File: src/rtl/m_dmem_loader.sv
// Data-memory initialiser: buffers UART bytes in a show-ahead FIFO, packs them
// little-endian into 32-bit words and writes them through the memory init port.
module m_dmem_loader #(
    parameter int          WORDS     = 4096,
    parameter logic [31:0] BASE_ADDR = 32'h0,
    parameter int          FIFO_AW   = 4
) (
    input  logic        i_clk,
    input  logic        i_rst,
    input  logic [7:0]  i_rx_data,
    input  logic        i_rx_valid,
    input  logic        i_stall,
    output logic [3:0]  o_init_wen,
    output logic [31:0] o_init_addr,
    output logic [31:0] o_init_data,
    output logic        o_init_done,
    output logic        o_overflow,
    output logic [31:0] o_word_count
);

    localparam int          DEPTH    = 2 ** FIFO_AW;
    localparam logic [31:0] WORDS_W  = 32'(WORDS);
    localparam bit          NO_WORDS = (WORDS == 0);

    typedef enum logic [2:0] {
        S_FILL,
        S_WAIT,
        S_ISSUE,
        S_FLUSH,
        S_DONE
    } state_t;

    state_t               state_q, state_d;
    logic [1:0]           idx_q, idx_d;
    logic [31:0]          data_q, data_d;
    logic [31:0]          addr_q, addr_d;
    logic [31:0]          count_q, count_d;
    logic [3:0]           wen_q, wen_d;
    logic                 done_q, done_d;
    logic                 ovf_q, ovf_d;

    logic [7:0]           mem_q [DEPTH];
    logic [FIFO_AW-1:0]   wr_q, rd_q;
    logic [FIFO_AW:0]     cnt_q;
    logic                 full, empty, push, pop;
    logic [7:0]           head;

    // Full is taken before any pop this cycle, so a freed slot is usable only next cycle.
    assign full  = (cnt_q == (FIFO_AW + 1)'(DEPTH));
    assign empty = (cnt_q == '0);
    assign push  = i_rx_valid && !full && !done_q;
    assign head  = mem_q[rd_q];

    always_ff @(posedge i_clk) begin
        if (push) begin
            mem_q[wr_q] <= i_rx_data;
        end
    end

    always_ff @(posedge i_clk or posedge i_rst) begin
        if (i_rst) begin
            wr_q  <= '0;
            rd_q  <= '0;
            cnt_q <= '0;
        end else begin
            if (push) begin
                wr_q <= wr_q + 1'b1;
            end
            if (pop) begin
                rd_q <= rd_q + 1'b1;
            end
            cnt_q <= cnt_q + (FIFO_AW + 1)'(push) - (FIFO_AW + 1)'(pop);
        end
    end

    always_comb begin
        state_d = state_q;
        idx_d   = idx_q;
        data_d  = data_q;
        addr_d  = addr_q;
        count_d = count_q;
        wen_d   = 4'h0;
        done_d  = done_q;
        ovf_d   = ovf_q | (i_rx_valid && full && !done_q);
        pop     = 1'b0;
        case (state_q)
            S_FILL: begin
                if (NO_WORDS) begin
                    state_d = S_DONE;
                    done_d  = 1'b1;
                end else if (!empty) begin
                    pop                         = 1'b1;
                    data_d[{idx_q, 3'b000} +: 8] = head;
                    idx_d                       = idx_q + 2'd1;
                    if (idx_q == 2'd3) begin
                        state_d = S_WAIT;
                    end
                end
            end
            // A stall-free idle cycle always precedes the one-cycle write strobe.
            S_WAIT: begin
                if (!i_stall) begin
                    state_d = S_ISSUE;
                    wen_d   = 4'hF;
                end
            end
            S_ISSUE: begin
                count_d = count_q + 32'd1;
                addr_d  = addr_q + 32'd4;
                if (count_q + 32'd1 == WORDS_W) begin
                    state_d = S_FLUSH;
                end else begin
                    state_d = S_FILL;
                end
            end
            S_FLUSH: begin
                if (!i_stall) begin
                    state_d = S_DONE;
                    done_d  = 1'b1;
                end
            end
            S_DONE: begin
            end
            default: begin
                state_d = S_FILL;
            end
        endcase
    end

    always_ff @(posedge i_clk or posedge i_rst) begin
        if (i_rst) begin
            state_q <= S_FILL;
            idx_q   <= 2'd0;
            data_q  <= 32'h0;
            addr_q  <= BASE_ADDR;
            count_q <= 32'h0;
            wen_q   <= 4'h0;
            done_q  <= 1'b0;
            ovf_q   <= 1'b0;
        end else begin
            state_q <= state_d;
            idx_q   <= idx_d;
            data_q  <= data_d;
            addr_q  <= addr_d;
            count_q <= count_d;
            wen_q   <= wen_d;
            done_q  <= done_d;
            ovf_q   <= ovf_d;
        end
    end

    assign o_init_wen   = wen_q;
    assign o_init_addr  = addr_q;
    assign o_init_data  = data_q;
    assign o_init_done  = done_q;
    assign o_overflow   = ovf_q;
    assign o_word_count = count_q;

endmodule
File: config.mk
export PLATFORM = sky130hd
export DESIGN_NAME = m_dmem_loader
export DESIGN_NICKNAME = d
export VERILOG_FILES = /design/src/rtl/m_dmem_loader.sv
export SDC_FILE = /design/constraint.sdc
export NUM_CORES = 1
export LEC_CHECK = 0
export CORE_ASPECT_RATIO = 0.8
export CORE_MARGIN = 2
export CORE_UTILIZATION = 63
export CTS_BUF_LIST = sky130_fd_sc_hd__clkbuf_8
export CTS_CLUSTER_DIAMETER = 50
export CTS_CLUSTER_SIZE = 8
export DETAILED_ROUTE_END_ITERATION = 8
export GPL_TIMING_DRIVEN = 0
export PLACE_DENSITY = 0.95
export SLEW_MARGIN = 20
export SYNTH_ARGS = -nofsm -noshare
export SYNTH_HDL_FRONTEND = slang
export SYNTH_SLANG_ARGS = --single-unit
export TNS_END_PERCENT = 50
File: constraint.sdc
create_clock -name i_clk -period 8.5 [get_ports i_clk]
set_input_delay 1.275 -clock i_clk [delete_from_list [all_inputs] [get_ports i_clk]]
set_output_delay 1.275 -clock i_clk [all_outputs]
set_load 0.05 [all_outputs]
Yosys cells after proc, flatten, opt, wreduce, memory -nomap -nowiden
Memories as Yosys holds them, arrays and structs flattened.
Cells that the tools add are included.

storage, ports and cells
  register bits = 120
  memory bits (writable) = 128
  input bits = 12
  output and inout bits = 102
  memories = 1

memories
  name   depth  bits a word  rd ports  clocked after memory_dff  wr ports  line  RTL
  mem_q  16     8            1         0                         1         42    logic [7:0] mem_q [DEPTH];

operators by class
  add/sub/neg operators = 8
  equality and inequality tests = 11
  shifts and indexed selects = 2
  multiplexer cells = 13
  bitwise operators = 4
  reduce and logical (&&, ||, !) cells = 11

operators by type and width
  operator                count
  $add 32x1->32 const B   1
  $add 32x3->32 const B   1
  $bwmux 32               1
  $eq 32x13->1 const B    1
  $shift 8x7->32 const A  1
  $shiftx 8x7->32         1
  $pmux 3 s5              1
  $mux 3                  4
  $add 4x1->4 const B     2
  $mux 4                  2
  $ne 2x2->1 const B      4
  $neg 5->7               1
  $eq 3x2->1 const B      2
  $add 5x1->5             1
  $eq 5x5->1 const B      1
  $logic_not 5->1         1
  $reduce_and 5->1        1
  $sub 5x1->5             1
  $logic_and 1x1->1       4
  $mux 1                  4
  $reduce_and 2->1        2
  $eq 3x1->1 const B      1
  $eq 3x3->1 const B      1
  $logic_not 3->1         1
  other kinds (6)         9

Depth between registers and ports, before layout
Gate-level depths: netlist (run 1).

  word-level depth = 6
  depth in mapped cells = 13

Worst setup path after synthesis (run 1)
No wires, ideal clock.

  path kind = input to register
  start = input port i_rx_valid
  end = register cnt_q[4]
  library setup time = 0.123 ns
  arrival time = 3.220 ns
  slack = 5.157 ns
  stages on the path = 10
  cells stage by stage = nor3b_1 -> inv_1 -> ha_1 -> inv_1 -> ha_1 -> fa_1 -> a21oi_1 -> nor2_1 -> nor2_1 -> xnor2_1

between the ends
  cells in the longest elaborated chain, start to end = 4

ends and longest elaborated chain
  what                            line  RTL
  start: declaration              11    input logic i_rx_valid,
  $logic_and 1x1->1 (2 in a row)  51    assign push = i_rx_valid && !full && !done_q;
  $add 5x1->5                     72    cnt_q <= cnt_q + (FIFO_AW + 1)'(push) - (FIFO_AW + 1)'(pop);
  $sub 5x1->5                     72
  end signal: assignment          72
  end: declaration                44    logic [FIFO_AW:0] cnt_q;

No other way between the ends.
A chain may end at the register's enable or synchronous reset.

Final worst setup path (run 1)
Ends and elaborated chain as after synthesis.

==> run summary, run 1 <==
Final Setup Violations -> 0
Post-CTS setup buffers -> 0
Synth Area in Compound Gates -> 0.0452
Yosys reg bits -> 243
CP cell instances -> clkdlybuf4s50_1, nor3b_2, inv_1, ha_1, inv_1, ha_1, fa_1, a21oi_1, nor2_1, nor2_1, xnor2_1
Fmax -> 0.285 GHz
Clock buffer depth -> 3
Post-synthesis sequential area ratio -> 0.636
CP Capture Type -> register
Design area -> 12600 um2
Drt pass-1 iters -> 5
Slew margin rel. -> 0.365
DP HPWL -> 17100 um
CTS tree -> built
Layout net count -> 890
Drt total wl -> 25100 um
Cell Pwr Density -> 306 nW/um2
Critical Setup Path Class -> in -> reg
Finished Core Util -> 0.763
Placement Cell Area -> 12000 um2
Vias in the first global route -> 6803
Worst-Margin Slew -> 950 ps
GPL Wtd Cong -> 0.903
CTS buffer count -> 36
Mapped Cells -> 707
Initial Utilization -> 0.640
Asr flop ratio synth -> 0.473
Site row count -> 42
Yosys Warn Count -> 0
Via count -> 6980
# hold bufs at CTS -> 0
Final Total Pwr -> 3850 uW
Reg clk slew, reported paths -> 60 ps
Initial antenna violation count -> 0
Worst-Skew Late Latency -> 540 ps
Die W -> 149 um
Antenna Nets Post-Route -> 0
Post-Synth XOR/XNOR Area -> 0.0720
Largest net degree at the start of global routing -> 63
WP data required -> 8950 ps
# clock sinks -> 243
Setup slack after layout -> 4990 ps
Post-synthesis adder-cell area fraction -> 0.0244
Synth-to-layout area growth -> 19.1%
CTS Root Cell -> clkbuf_8
PostCTS Resize Cnt -> 0
Netlist cell types -> 63
Status -> completed
RSZ-0062 raised after global routing -> false
Slowest-stage cell, CP -> nor3b_2
I/O Buffers -> 111
Post-Synth Simple-Gate Area -> 0.111
Height of the die -> 120 um
Setup Skew -> 30.1 ps
Crit path buffers/inverters -> 3
Worst-path fanout max -> 9
GRT Total Usage -> 0.289
Drt drc -> 0
Die footprint -> 17800 um2
Setup crit start kind -> input port
Slew Viols, Final -> 0
Maximum vdd drop -> 0.147 mV
EDFF count, synth -> 128
Tcrit/Tclk final -> 0.412
Post-Syn Area -> 10600 um2
Post-synthesis mux area share -> 0.0873
H-tree depth -> 2
Max cap viols -> 0
WP data arrival -> 3960 ps
Vias per cell -> 6.39
Share of layout cells above drive strength 1 -> 0.147
Routed wire per std cell -> 23.0 um
# diodes -> 0
Overflow after GRT -> 0
I/O pin cnt -> 114
Final Hold Viols -> 0
Main combinational cell family by area after synthesis -> simple AND/OR/NAND/NOR gates
CP peak stage delay -> 550 ps
Avg Cell Area, Syn -> 14.9 um2
Post-layout min period -> 3510 ps
Lkg Pwr -> 0.00486 uW
Initial DRC Count -> 768
Setup Slack @ Placement -> 4110 ps
First-pass GRT wire length -> 38900 um
Delay-heaviest family, CP -> adder cells
Main flop type after synthesis -> edfxtp_1
Tightest Hold Check Type -> reg -> reg
Core Region -> 16500 um2
Post-route setup TNS -> 0 ps
## state kept, by name, summed over array words and instances (netlist names)
name / cells
mem_q: 128
o_init_data: 32
o_word_count: 32
o_init_addr: 30
cnt_q: 5
rd_q: 4
wr_q: 4
state_q: 3
idx_q: 2
o_init_done: 1
o_init_wen: 1
o_overflow: 1
## cell families (layout without fill, tap and decap cells)
group	Yosys count	after routing
DFF	243	243
AOI/OAI and AO/OA	60	60
xor gates and xnor gates	86	86
adders and majority gates	20	20
other	1	2
muxes	42	42
buffers and inverters	54	218
and+or+nand+nor	201	201
## metrics by stage
stage | instances | hold WS [ps]
floorplan | 708 | 502
global placement | 1039 | 461
detailed placement | 1040 | 464
CTS | 1092 | 496
global route | 1092 | 515
finish | 1092 | 497
## layer usage
metal,vias to the layer above,wire length (um),track usage
li1,2945,-,-
met5,-,0,0
met2,465,12200,0.467
met1,3493,9840,0.395
met4,0,732,0.0929
met3,77,2360,0.0684
## layout by cell type, fill, tap and decap left out, types with 3 or more instances in the layout
cell,instances
inv_1,27
clkbuf_1,12
clkdlybuf4s50_1,111
buf_4,5
and3_1,13
a21oi_1,4
nor4_1,4
dfrtp_1,115
clkbuf_8,36
nor3_2,4
buf_2,13
nor3_1,6
nand3_1,27
a211oi_1,4
a22o_1,32
buf_1,4
a31oi_1,3
nor4b_1,4
and4_1,6
edfxtp_1,128
nand4_1,23
xor2_1,20
nor4_2,3
nand2_1,44
o21ai_0,4
mux4_2,40
xnor2_1,65
and2_1,5
ha_1,19
nor2_1,41
## synthesized netlist by cell type (2+ instances only)
cell      number  area (um2)
clkbuf_1      12        45.0
a31oi_1        3        18.8
inv_1         17        63.8
nor4_1         4        25.0
nor2_1        41         154
a22o_1        32         280
and4_1         6        52.6
nor4b_1        4        35.0
ha_1          19         238
and2_1         5        31.3
and3_1        13        81.3
clkbuf_2       2        10.0
nand2b_1       2        12.5
nor4bb_1       2        20.0
nor4b_4        2        47.6
xnor2_1       65         569
buf_2         13        65.1
xor2_1        20         175
dfrtp_1      115        2880
o21ai_0        4        20.0
nand2_1       44         165
a21o_1         2        15.0
a211oi_1       4        30.0
nand4_1       23         144
nand3_1       27         135
a21oi_1        4        20.0
buf_4          5        37.5
edfxtp_1     128        3840
nor3_1        10        50.1
nor2_4         2        22.5
nor4_2         3        37.5
buf_1          4        15.0
mux4_2        40         901
## cell type report
class	instances	area (um2)
sequential	243	6720
fill	888	3920
multi-input combinational	411	3620
timing repair buffer	112	1140
clock buffer	36	495
tap	220	275
buffer	37	184
clock inverter	16	77.6
inverter	17	68.8
## report_power, final
part	internal [uW]	switching [uW]
Sequential	1400	130
Combinational	580	929
Clock	391	421
## final timing paths
check / startpoint / end / slack (ps) / depth (start not counted)
max in group asynchronous: i_rst / o_word_count[2] / 6640 / 3
max: i_rx_valid / cnt_q[4] / 4990 / 11
min: o_init_addr[8] / o_init_addr[8] / 500 / 1
min reg2reg: o_init_addr[8] / o_init_addr[8] / 500 / 1
min in group asynchronous: i_rst / o_init_data[10] / 1160 / 2
max reg2reg: cnt_q[3] / cnt_q[4] / 5240 / 13
Power figures use the tool's default switching activity.
==> run 2: changes to the inputs <==
--- a/config.mk
+++ b/config.mk
@@ -7,13 +7,13 @@
 export LEC_CHECK = 0
 export CORE_ASPECT_RATIO = 0.8
 export CORE_MARGIN = 2
-export CORE_UTILIZATION = 63
+export CORE_UTILIZATION = 53
 export CTS_BUF_LIST = sky130_fd_sc_hd__clkbuf_8
 export CTS_CLUSTER_DIAMETER = 50
 export CTS_CLUSTER_SIZE = 8
 export DETAILED_ROUTE_END_ITERATION = 8
 export GPL_TIMING_DRIVEN = 0
-export PLACE_DENSITY = 0.95
+export PLACE_DENSITY = 0.91
 export SLEW_MARGIN = 20
 export SYNTH_ARGS = -nofsm -noshare
 export SYNTH_HDL_FRONTEND = slang
==> constraint.sdc (replaced) <==
create_clock -name i_clk -period 3 [get_ports i_clk]
set_input_delay 0.45 -clock i_clk [delete_from_list [all_inputs] [get_ports i_clk]]
set_output_delay 0.45 -clock i_clk [all_outputs]
set_load 0.05 [all_outputs]
==> run summary, run 2 (synthesis results as in run 1) <==
Height of the die -> 130 um
CP cell instances -> inv_1, ha_1, nor4b_2, nor4_2, buf_2, ha_1, inv_1, ha_1, fa_1, a21oi_1, nor2_1, nor2_1, xnor2_1
Placed cells -> 1087
Initial DRC Count -> 665
Finished Core Util -> 0.645
Initial Utilization -> 0.537
Core Region -> 19700 um2
Site row count -> 46
CTS buffer count -> 36
Post-layout min period -> 2830 ps
Overflow after GRT -> 0
Max cap viols -> 0
CP Capture Type -> register
I/O pin cnt -> 114
Slew margin rel. -> 0.362
Slowest-stage cell, CP -> fa_1
Most common cell after layout, fill and taps aside -> edfxtp_1
Layout Cells excl Fill -> 1135
Initial antenna violation count -> 0
DP HPWL -> 16000 um
Most frequent cells in the layout -> edfxtp_1, dfrtp_1, clkdlybuf4s50_1
Vias per cell -> 5.79
# clock sinks -> 243
GPL Wtd Cong -> 0.878
Worst-Skew Late Latency -> 520 ps
Final Total Pwr -> 10700 uW
Tcrit/Tclk final -> 0.944
I/O Buffers -> 111
Antenna Nets Post-Route -> 0
Maximum vdd drop -> 0.488 mV
RSZ-0062 raised after global routing -> true
Die W -> 162 um
GRT Total Usage -> 0.219
Status -> completed
Via count -> 6570
Drt total wl -> 22700 um
WP data arrival -> 3250 ps
Cell Pwr Density -> 842 nW/um2
Clock buffer depth -> 3
First-pass GRT wire length -> 35300 um
Delay-heaviest family, CP -> adder cells
Critical Setup Path Class -> reg -> reg
Layout net count -> 894
Largest reg by FF count -> mem_q
Final Setup Violations -> 0
Fillcell total -> 1391
Drt pass-1 iters -> 5
Worst-Margin Slew -> 954 ps
Max reg flops -> 128
Final Hold Viols -> 0
Routed wire per std cell -> 20.0 um
Drt drc -> 0
Synth-to-layout area growth -> 20.2%
Tightest Hold Check Type -> in -> async
Setup crit start kind -> register
Vias in the first global route -> 6331
CP dominant cell by count -> ha_1
Setup Skew -> 25.8 ps
WP data required -> 3420 ps
CTS tree -> built
Reg clk slew, reported paths -> 60 ps
# diodes -> 0
Register area -> 6720 um2
Largest net degree at the start of global routing -> 36
Multi-input logic area -> 3630 um2
Lkg Pwr -> 0.00487 uW
Worst-path fanout max -> 10
CTS Root Cell -> clkbuf_8
CP peak stage delay -> 420 ps
Slew Viols, Final -> 0
Hold_ws -> 301 ps
Fmax -> 0.353 GHz
H-tree depth -> 2
Die footprint -> 21100 um2
Crit path buffers/inverters -> 3
Share of layout cells above drive strength 1 -> 0.152
## run 2: timing repair
action | CTS | global route
pin swaps | 0 | 1
setup buffers | 0 | 1
setup endpoints to repair | 9 | 32
resized for setup | 1 | 2
hold buffers | 0 | 0
## run 2: routing by layer
layer  global-route usage  wire length [um]  up-vias
li1                     -                 -     2946
met1                0.314              9680     3257
met2                0.342             10600      320
met3               0.0416              1910       47
met4               0.0729               563        0
met5                    0                 0        -
## run 2: metrics by stage
| step | TNS (ps) | worst slack, ps | area [um2] |
|---|---|---|---|
| 5_1_grt | -2.29 | -2.29 | 12700 |
| 3_3_place_gp | -68020 | -797 | 12000 |
| 4_1_cts | -39.8 | -39.8 | 12700 |
| 2_1_floorplan | 0 | 236 | 10600 |
| 6_report | 0 | 169 | 12700 |
| 3_5_place_dp | -5270 | -416 | 12100 |
## run 2: final cells by class
type / count / share of cell area
clock inverter: 11 / 0.00404
buffer: 37 / 0.0145
sequential: 243 / 0.529
timing repair buffer: 116 / 0.0956
multi-input combinational: 411 / 0.286
clock buffer: 36 / 0.0390
inverter: 17 / 0.00532
tap: 264 / 0.0260
## run 2: power by group
part           switching (uW)  internal, uW
combinational            2510          1650
sequential                320          3960
clock                    1160          1090
total                    3990          6690
## run 2: worst paths after layout
path                                      start              end  depth (start not counted)  slack, ps
worst max-delay path                   cnt_q[2]         cnt_q[4]                         13        170
worst min-delay path                      i_rst   o_init_addr[8]                          2        300
worst max register to register         cnt_q[2]         cnt_q[4]                         13        170
worst min register to register  o_init_addr[31]  o_init_addr[31]                          1        470
max in group asynchronous                 i_rst  o_word_count[6]                          5       1860
min in group i_clk              o_init_addr[31]  o_init_addr[31]                          1        470
